File: src/rtl/w_stage_grf.sv
// ---------------------------------------------------------------------------
// w_stage_grf -- writeback stage and general register file of the 5-stage
// MIPS core.
//
// The W-stage pipeline register outputs are decoded into a single register
// write (destination, data, enable).  That write is committed into a 32x32
// register file on the rising clock edge.  The same write is also forwarded
// combinationally to the two D-stage read ports, so an instruction in D sees
// a value that is being retired in the same cycle.  The write info (W_we,
// W_wa, W_wd) is exported for the hazard/forward unit.  A retired-instruction
// counter counts every non-nop instruction that passes through W.
//
// Register $0 is hardwired to zero.  A decoded write to $0 is suppressed, so
// W_we stays low and W_wa/W_wd read 0.
//
// Reset is asynchronous and active low.  While reset is low the register
// file and the counter are held at zero and nothing is written.
//
// Optional build macro:
//   GRF_TRACE_EN  When defined, every committed register write prints a
//                 course-judge style trace line "@pppppppp: $nn <= dddddddd".
//                 When undefined, no display code is compiled.
// ---------------------------------------------------------------------------
module w_stage_grf #(
   parameter int unsigned LINK_OFFSET = 8,
   parameter int unsigned RET_CNT_W   = 32
) (
   input  logic                 clk,
   input  logic                 reset,
   input  logic [31:0]          W_instr,
   input  logic [31:0]          W_PC,
   input  logic [31:0]          W_ALUOut,
   input  logic [31:0]          W_DMOut,
   input  logic [31:0]          W_EXTOut,
   input  logic                 W_CMPOut,
   input  logic [4:0]           D_rs_addr,
   input  logic [4:0]           D_rt_addr,
   output logic [31:0]          D_rs_data,
   output logic [31:0]          D_rt_data,
   output logic                 W_we,
   output logic [4:0]           W_wa,
   output logic [31:0]          W_wd,
   output logic [RET_CNT_W-1:0] ret_cnt
);

   // ------------------------------------------------------------------------
   // Opcode and function-code constants for the instructions that write back.
   // ------------------------------------------------------------------------
   localparam logic [5:0] OP_SPECIAL = 6'h00;
   localparam logic [5:0] OP_REGIMM  = 6'h01;
   localparam logic [5:0] OP_JAL     = 6'h03;
   localparam logic [5:0] OP_ADDIU   = 6'h09;
   localparam logic [5:0] OP_ANDI    = 6'h0c;
   localparam logic [5:0] OP_ORI     = 6'h0d;
   localparam logic [5:0] OP_LUI     = 6'h0f;
   localparam logic [5:0] OP_LW      = 6'h23;

   localparam logic [5:0] FN_SLL     = 6'h00;
   localparam logic [5:0] FN_JALR    = 6'h09;
   localparam logic [5:0] FN_ADDU    = 6'h21;
   localparam logic [5:0] FN_SUBU    = 6'h23;
   localparam logic [5:0] FN_AND     = 6'h24;
   localparam logic [5:0] FN_OR      = 6'h25;
   localparam logic [5:0] FN_SLT     = 6'h2a;
   localparam logic [5:0] FN_SLTU    = 6'h2b;

   // REGIMM rt field selecting bgezal
   localparam logic [4:0] RT_BGEZAL  = 5'h11;

   // Link register used by jal and bgezal
   localparam logic [4:0] REG_RA     = 5'd31;

   // Counter increment constant, sized to the counter width
   localparam logic [RET_CNT_W-1:0] CNT_ONE = 1;

   // ------------------------------------------------------------------------
   // Instruction fields
   // ------------------------------------------------------------------------
   logic [5:0]  op;
   logic [5:0]  funct;
   logic [4:0]  rt;
   logic [4:0]  rd;
   logic [31:0] link_val;
   logic        instr_is_nop;

   assign op           = W_instr[31:26];
   assign funct        = W_instr[5:0];
   assign rt           = W_instr[20:16];
   assign rd           = W_instr[15:11];
   assign instr_is_nop = (W_instr == 32'h0000_0000);

   // Return address for link instructions; wraps modulo 2^32 naturally.
   assign link_val     = W_PC + 32'(LINK_OFFSET);

   // ------------------------------------------------------------------------
   // Writeback decode results (before $0 suppression)
   // ------------------------------------------------------------------------
   typedef enum logic [1:0] {
      SRC_ALU  = 2'd0,
      SRC_EXT  = 2'd1,
      SRC_DM   = 2'd2,
      SRC_LINK = 2'd3
   } wb_src_e;

   logic        dec_write;
   logic [4:0]  dec_dest;
   wb_src_e     dec_src;
   logic [31:0] dec_data;

   // Decode which register (if any) the W-stage instruction writes and where
   // its data comes from.
   always_comb begin
      dec_write = 1'b0;
      dec_dest  = 5'd0;
      dec_src   = SRC_ALU;
      unique case (op)
         OP_SPECIAL: begin
            unique case (funct)
               FN_ADDU, FN_SUBU, FN_AND, FN_OR, FN_SLT, FN_SLTU, FN_SLL: begin
                  dec_write = 1'b1;
                  dec_dest  = rd;
                  dec_src   = SRC_ALU;
               end
               FN_JALR: begin
                  dec_write = 1'b1;
                  dec_dest  = rd;
                  dec_src   = SRC_LINK;
               end
               default: begin
                  dec_write = 1'b0;
               end
            endcase
         end
         OP_ADDIU, OP_ANDI, OP_ORI: begin
            dec_write = 1'b1;
            dec_dest  = rt;
            dec_src   = SRC_ALU;
         end
         OP_LUI: begin
            dec_write = 1'b1;
            dec_dest  = rt;
            dec_src   = SRC_EXT;
         end
         OP_LW: begin
            dec_write = 1'b1;
            dec_dest  = rt;
            dec_src   = SRC_DM;
         end
         OP_JAL: begin
            dec_write = 1'b1;
            dec_dest  = REG_RA;
            dec_src   = SRC_LINK;
         end
         OP_REGIMM: begin
            // bgezal links only when the branch condition held
            if (rt == RT_BGEZAL && W_CMPOut) begin
               dec_write = 1'b1;
               dec_dest  = REG_RA;
               dec_src   = SRC_LINK;
            end
         end
         default: begin
            dec_write = 1'b0;
         end
      endcase
   end

   // Select the writeback data source.
   always_comb begin
      dec_data = W_ALUOut;
      unique case (dec_src)
         SRC_ALU:  dec_data = W_ALUOut;
         SRC_EXT:  dec_data = W_EXTOut;
         SRC_DM:   dec_data = W_DMOut;
         SRC_LINK: dec_data = link_val;
         default:  dec_data = W_ALUOut;
      endcase
   end

   // ------------------------------------------------------------------------
   // Exported write info.  Writes to $0 are dropped here so that neither the
   // array nor the bypass nor the forward unit ever sees them; address and
   // data are zeroed whenever no write happens to keep the outputs quiet.
   // ------------------------------------------------------------------------
   assign W_we = dec_write && (dec_dest != 5'd0);
   assign W_wa = W_we ? dec_dest : 5'd0;
   assign W_wd = W_we ? dec_data : 32'h0000_0000;

   // ------------------------------------------------------------------------
   // Register file storage
   // ------------------------------------------------------------------------
   logic [31:0] regs [32];

   // Commit the writeback into the array; reset clears every entry at once.
   always_ff @(posedge clk or negedge reset) begin
      if (!reset) begin
         for (int i = 0; i < 32; i++) begin
            regs[i] <= 32'h0000_0000;
         end
      end else if (W_we) begin
         regs[W_wa] <= W_wd;
      end
   end

   // ------------------------------------------------------------------------
   // Read ports with same-cycle write-through bypass.  $0 is forced to zero
   // regardless of the array contents.
   // ------------------------------------------------------------------------

   // Read port 1 (rs)
   always_comb begin
      D_rs_data = 32'h0000_0000;
      if (D_rs_addr == 5'd0) begin
         D_rs_data = 32'h0000_0000;
      end else if (W_we && (D_rs_addr == W_wa)) begin
         D_rs_data = W_wd;
      end else begin
         D_rs_data = regs[D_rs_addr];
      end
   end

   // Read port 2 (rt)
   always_comb begin
      D_rt_data = 32'h0000_0000;
      if (D_rt_addr == 5'd0) begin
         D_rt_data = 32'h0000_0000;
      end else if (W_we && (D_rt_addr == W_wa)) begin
         D_rt_data = W_wd;
      end else begin
         D_rt_data = regs[D_rt_addr];
      end
   end

   // ------------------------------------------------------------------------
   // Retired-instruction counter.  Every non-nop instruction counts, whether
   // or not it writes a register (branches and stores retire too).  The
   // counter wraps from all-ones to zero.
   // ------------------------------------------------------------------------

   // Count retired non-nop instructions.
   always_ff @(posedge clk or negedge reset) begin
      if (!reset) begin
         ret_cnt <= '0;
      end else if (!instr_is_nop) begin
         ret_cnt <= ret_cnt + CNT_ONE;
      end
   end

`ifdef GRF_TRACE_EN
   // Print one trace line per committed register write.
   always @(posedge clk) begin
      if (reset && W_we) begin
         $display("@%h: $%2d <= %h", W_PC, W_wa, W_wd);
      end
   end
`endif

endmodule
File: config.mk
export PLATFORM = sky130hd
export DESIGN_NAME = w_stage_grf
export DESIGN_NICKNAME = d
export VERILOG_FILES = /design/src/rtl/w_stage_grf.sv
export SDC_FILE = /design/constraint.sdc
export NUM_CORES = 2
export LEC_CHECK = 0
export ABC_AREA = 0
export CAP_MARGIN = 25
export CORE_UTILIZATION = 44
export CTS_CLUSTER_SIZE = 24
export DETAILED_ROUTE_END_ITERATION = 12
export PLACE_DENSITY = 0.66
export SLEW_MARGIN = 20
export SYNTH_ARGS = -nofsm -noshare
export SYNTH_HDL_FRONTEND = slang
export SYNTH_SLANG_ARGS = --single-unit
File: constraint.sdc
create_clock -name clk -period 3.14 [get_ports clk]
set_clock_uncertainty 0.15 [all_clocks]
set_input_delay 0.314 -clock clk [delete_from_list [all_inputs] [get_ports clk]]
set_output_delay 0.314 -clock clk [all_outputs]
set_load 0.005 [all_outputs]
Word level (Yosys, flattened, before mapping)
Index checks and enable logic that the tools add are counted.
{ "totals": {"regBits": 1056, "input_bits": 173, "wordCells": 102} }
{ "classes": {"add_sub_neg": 2, "n_lt_le_gt_ge": 4, "n_eq_ne": 20, "n_mux": 25, "bitwise": 3, "reduce_logical": 15} }
{ "op_table": {"columns": ["operator", "count"], "rows": [
  ["$bwmux 1024", 1],
  ["$bmux 32 s5", 2],
  ["$mux 32", 10],
  ["$demux 32 s5", 1],
  ["$pmux 32 s4", 1],
  ["$eq 6x6->1 const B", 7],
  ["$add 32x1->32 const B", 1],
  ["$add 32x4->32 const B", 1],
  ["$logic_not 32->1", 1],
  ["$eq 6x4->1 const B", 5],
  ["$pmux 5 s4", 1],
  ["$ge 6x6->1 const B", 3],
  ["$not 5->6", 3],
  ["$mux 5", 3],
  ["$logic_not 6->1", 2],
  ["$eq 5x5->1", 2],
  ["$logic_not 5->1", 2],
  ["$pmux 2 s5", 1],
  ["$reduce_or 8->1", 1],
  ["$eq 6x1->1 const B", 1],
  ["$eq 6x2->1 const B", 1],
  ["$lt 6x1->1 const B", 1],
  ["$reduce_or 6->1", 1],
  ["$eq 5x5->1 const B", 1],
  ["other kinds (9)", 16]
]} }

Longest topological paths before layout
{ "depth": {"word_depth": 13, "ltp_mapped": 13} }

Worst setup path before layout
OpenSTA, ideal clock, no wires.
{ "synth_path": {"kind": "input-to-output", "start": "in W_instr[30]", "end": "out D_rs_data[0]", "arrival_time_ns": 2.717, "required_ns": 2.676, "setup_slack_ns": -0.041, "path_stages": 11, "path_buffers": 4, "path_cell_list": "buf_2 -> nor4_4 -> nand2_1 -> nor2_2 -> buf_2 -> nor4_1 -> nor4_1 -> and3_1 -> clkbuf_1 -> buf_2 -> a211oi_1"} }
{ "synth_between": {"elab_chain_len": 10, "elab_cells_between_ends": 26, "cone_classes": "11 x eq/ne; 8 x mux; 7 x reduce/logical"} }
{ "synth_lines": {"columns": ["item", "line_no", "rtl"], "rows": [
  ["start: declaration", "30", "input logic [31:0] W_instr,"],
  ["$eq 6x6->1 or $eq 6x4->1 (tied branches)", "116", "unique case (op)"],
  ["$reduce_or 5->1 (no line)", null, null],
  ["$pmux 5 s4", "116", null],
  ["$reduce_bool 5->1", "185", "assign W_we = dec_write && (dec_dest != 5'd0);"],
  ["$logic_and 1x1->1", "185", null],
  ["$mux 5", "186", "assign W_wa = W_we ? dec_dest : 5'd0;"],
  ["$eq 5x5->1", "215", "end else if (W_we && (D_rs_addr == W_wa)) begin"],
  ["$logic_and 1x1->1", "215", null],
  ["$mux 32 *", "215", null],
  ["$mux 32 *", "213", "if (D_rs_addr == 5'd0) begin"],
  ["end: declaration", "38", "output logic [31:0] D_rs_data,"]
]} }
Every way passes the cells marked *; elsewhere a longest branch is shown, timed or not.

Final worst setup path
{ "layout_path": {"start": "in W_instr[0]", "end": "out D_rt_data[18]"} }
{ "layout_between": {"elab_chain_len": 11, "elab_cells_between_ends": 28, "cone_classes": "11 x eq/ne; 11 x mux; 6 x reduce/logical"} }
{ "layout_lines": {"columns": ["item", "line_no", "rtl"], "rows": [
  ["$eq 6x4->1 (tied with other cells)", "118", "unique case (funct)"],
  ["$reduce_or 8->1 (no line)", null, null],
  ["$mux 5", "118", null],
  ["$pmux 5 s4", "116", null],
  ["$reduce_bool 5->1", "185", null],
  ["$logic_and 1x1->1", "185", null],
  ["$mux 5", "186", null],
  ["$eq 5x5->1", "227", "end else if (W_we && (D_rt_addr == W_wa)) begin"],
  ["$logic_and 1x1->1", "227", null],
  ["$mux 32 *", "227", null],
  ["$mux 32 *", "225", "if (D_rt_addr == 5'd0) begin"],
  ["end: declaration", "39", "output logic [31:0] D_rt_data,"]
]} }
Marked as above.

==> flow_metrics.env <==
export IMPL_status="finished with violations"
export IMPL_violations="negative setup slack"
export IMPL_hpwl_mm=147
export IMPL_crit_fanout=7
export IMPL_clk_pin_slew_ns=0.06
export IMPL_totalWireLength_mm=227
export IMPL_clockBufferDepth=3
export IMPL_cts_root_buffer="clkbuf_16"
export IMPL_port_buffers=306
export IMPL_fin_ws_ns=-0.431
export IMPL_ios=307
export IMPL_start_kind="input port"
export IMPL_crit_path_top_delay_cell="a32o_2"
export IMPL_core_area_um2=130000
export IMPL_grt_overflow_total=0
export IMPL_grt_max_degree=99
export IMPL_worst_path_buf_inv=9
export IMPL_syn_avg_cell_area_um2=13.5
export IMPL_synth_edf_count=0
export IMPL_finalMaxSlewViolations=0
export IMPL_end_kind="output port"
export IMPL_synth_xor_area_share_pct=0.875
export IMPL_drt_wirelength_per_cell_um=32.2
export IMPL_maxCapViolCount=0
export IMPL_grt_pass1_vias=46822
export IMPL_synth_area_mux_share_pct=37.8
export IMPL_drt_pass1_iterations=8
export IMPL_setup_viol=85
export IMPL_synth_top_family_by_area="multiplexers"
export IMPL_synth_compound_area_share_pct=6.29
export IMPL_critPathTopFamily="buffers and inverters"
export IMPL_crit_type="input port to output port"
export IMPL_period_share_pct=114
export IMPL_crit_arrival_ns=3.11
export IMPL_synth_ff_type="dfrtp_1"
export IMPL_ys_warn_count=0
export IMPL_dieArea_um2=133000
export IMPL_drc_errors=0
export IMPL_drive_gt1_share_pct=52.5
export IMPL_crit_cells=16
export IMPL_viasPerCell=6.53
export IMPL_ys_ff_latch=1056
export IMPL_holdPathStages=6
export IMPL_numCtsBuffers=112
export IMPL_hold_class="input port to flip-flop"
export IMPL_leakage_nw=34.9
export IMPL_reg2regPathDepth=7
export IMPL_p_per_area_nw_per_um2=430
export IMPL_max_slew_margin_pct=52.1
export IMPL_cts_htree_levels=3
export IMPL_synthesis_instances=4288
export IMPL_power_mw=33.6
export IMPL_grt_usage_pct=34.2
export IMPL_syn_to_final_growth_pct=34.7
export IMPL_finalCriticalPeriod_ns=3.57
export IMPL_critPathMaxStageDelay_ns=0.32
export IMPL_path_cells="buf_8 -> or2_4 -> a32o_2 -> o211ai_1 -> buf_4 -> buf_6 -> a31oi_4 -> nor4_2 -> buf_4 -> buf_6 -> buf_12 -> buf_16 -> buf_6 -> a31oi_4 -> a211oi_2 -> buf_2"
export IMPL_crit_top_cell="buf_6"
export IMPL_synth_fp_nets=4463
export IMPL_crit_required_ns=2.68
export IMPL_die_x_um=365
export IMPL_initial_core_util_pct=44.6
export IMPL_placementRows=132
export IMPL_place_gp_congestion=0.916
export IMPL_post_synth_fa_ha_maj_area_fraction_pct=0.0604
export IMPL_cts_sinks=1056
export IMPL_synthSimpleGateAreaFrac_pct=5.97
export IMPL_die_y_um=365
export IMPL_async_reset_ff_share_pct=100
export IMPL_finalHoldViolCount=0
export IMPL_grt_pass1_wl_mm=328
export IMPL_synth_seq_area_share_pct=45.5
export IMPL_insertion_delay_ns=0.75
export IMPL_worst_slew_pin_slew_ns=0.708
export IMPL_detail_route_antenna_nets=0
export IMPL_antenna_found_initial=4
export IMPL_fmax_mhz=280
export IMPL_drt_iter0_drc=5313
export IMPL_final_nets=5403
export IMPL_netlist_area_um2=58000
export IMPL_fin_util_pct=60.1
export IMPL_yosysUniqueCellTypes=76
export IMPL_rsz0062_at_grt="true"
export IMPL_vias=46112
export IMPL_peakVddDrop_mv=0.468
export IMPL_cts_tree="done"
[repair_timing]
| item | 4_1_cts | 5_1_grt |
|---|---|---|
| hold buffers | 1 | 0 |
| gates cloned | 14 | 0 |
| setup endpoints to repair | 364 | 97 |
| hold endpoints to repair | 444 | 0 |
| pin swaps | 177 | 91 |
| setup buffers | 204 | 56 |
| gates resized for setup | 966 | 117 |
[kinds of logic after synthesis]
group,count (synthesis)
multiplexers,1307
flip-flops,1056
AND/OR/NAND/NOR,777
AO/OA/AOI/OAI,591
buffers and inverters,496
XOR/XNOR,58
adder cells (fa/ha/maj),3
[routing by layer]
layer | track usage (%) | vias to the layer above | part of all wire, %
met5 | 0 | - | 0.012
met4 | 15.7 | 4 | 5.2
li1 | - | 18276 | -
met1 | 44.4 | 24143 | 37
met3 | 13.0 | 684 | 13
met2 | 50.6 | 3005 | 45
[cell usage after synthesis, drive strengths merged (2+ instances only)]
cell / number / area [µm²]
clkinv: 18 / 67.6
nand4: 24 / 150
or3: 7 / 43.8
a21oi: 62 / 322
or2: 19 / 119
inv: 37 / 139
o211a: 5 / 50.1
a22oi: 3 / 22.5
a31oi: 85 / 538
xnor2: 39 / 342
o211ai: 6 / 45.0
a222oi: 11 / 110
a221o: 5 / 50.1
o31ai: 14 / 105
nand3: 36 / 180
a211o: 4 / 35.0
mux4: 640 / 14400
ha: 2 / 25.0
and3: 12 / 75.1
and4: 3 / 26.3
xor2: 19 / 166
nor2b: 3 / 18.8
buf: 179 / 833
a21boi: 3 / 26.3
and4b: 5 / 50.1
nor4: 22 / 186
a22o: 12 / 105
a221oi: 13 / 168
and2: 7 / 43.8
mux2: 666 / 7500
nand4b: 2 / 17.5
dfrtp: 1056 / 26400
nor2: 260 / 988
a21o: 6 / 45.0
nand2: 335 / 1260
nor4bb: 3 / 36.3
nor3: 27 / 179
clkbuf: 262 / 983
a211oi: 70 / 538
nor3b: 7 / 52.6
o21ai: 286 / 1440
[layout make-up]
| cell class | instances | area, µm² |
|---|---|---|
| Timing Repair Buffer | 1265 | 13700 |
| Multi-Input combinational cell | 2738 | 31800 |
| Sequential cell | 1056 | 26400 |
| Clock buffer | 168 | 3270 |
| Tap cell | 1742 | 2180 |
| Inverter | 55 | 303 |
| Antenna cell | 3 | 7.51 |
| Fill cell | 9738 | 52000 |
| Clock inverter | 35 | 524 |
[path summary, 6_finish.rpt]
check / start / endpoint / slack (ns)
worst max-delay path: W_instr[0] / D_rt_data[18] / -0.43
worst min-delay path: W_instr[0] / ret_cnt[1] / 0.02
worst max register to register: ret_cnt[3] / ret_cnt[28] / 0.58
worst min register to register: regs[1001] / regs[1001] / 0.25
max in group asynchronous: reset / regs[150] / 1.73
min in group asynchronous: reset / regs[706] / 0.04
[where the power goes]
| group | switching [mW] | internal [mW] | leakage, nW |
|---|---|---|---|
| Combinational | 2.60 | 2.53 | 18.5 |
| Clock | 5.86 | 8.02 | 1.87 |
| Sequential | 0.438 | 14.1 | 14.6 |
[through the flow]
step | area (µm²) | setup TNS, ns | instances | hold slack, ns | setup WS, ns
after detailed placement | 69800 | -710.68 | 6624 | 0.172 | -1.57
after CTS | 77500 | -13.42 | 7015 | 0.0131 | -0.418
after global routing | 78200 | -26.97 | 7060 | 0.0517 | -0.469
after floorplan | 58000 | 0 | 4288 | -0.132 | 0.00592
final | 78200 | -21.05 | 7062 | 0.0168 | -0.431
after global placement | 69800 | -720.11 | 6623 | 0.173 | -1.64
[flip-flops by register name, summed over array words and instances (netlist names)]
name	cells
ret_cnt	32
regs	1024
[worst reg2reg max path, cell delays in order (launching register included)]
cell      delay [ns]
dfrtp_1         0.41
and3_1          0.21
and3_1          0.22
nand3_1         0.15
nor4bb_2        0.67
and2_1          0.35
nand3_1         0.13
xnor2_1         0.13
[cells in the final DEF, fill, tap and decap left out, drive strengths merged, types with 47 or more instances in the layout]
cell type | Yosys | final
inv | 37 | 47
a211oi | 70 | 70
clkdlybuf4s50 | 0 | 167
a21oi | 62 | 62
dfrtp | 1056 | 1056
nand2 | 335 | 335
mux4 | 640 | 640
o21ai | 286 | 286
buf | 179 | 1068
nor2 | 260 | 260
a31oi | 85 | 85
mux2 | 666 | 666
clkbuf | 262 | 176
Power figures use the tool's default switching activity.
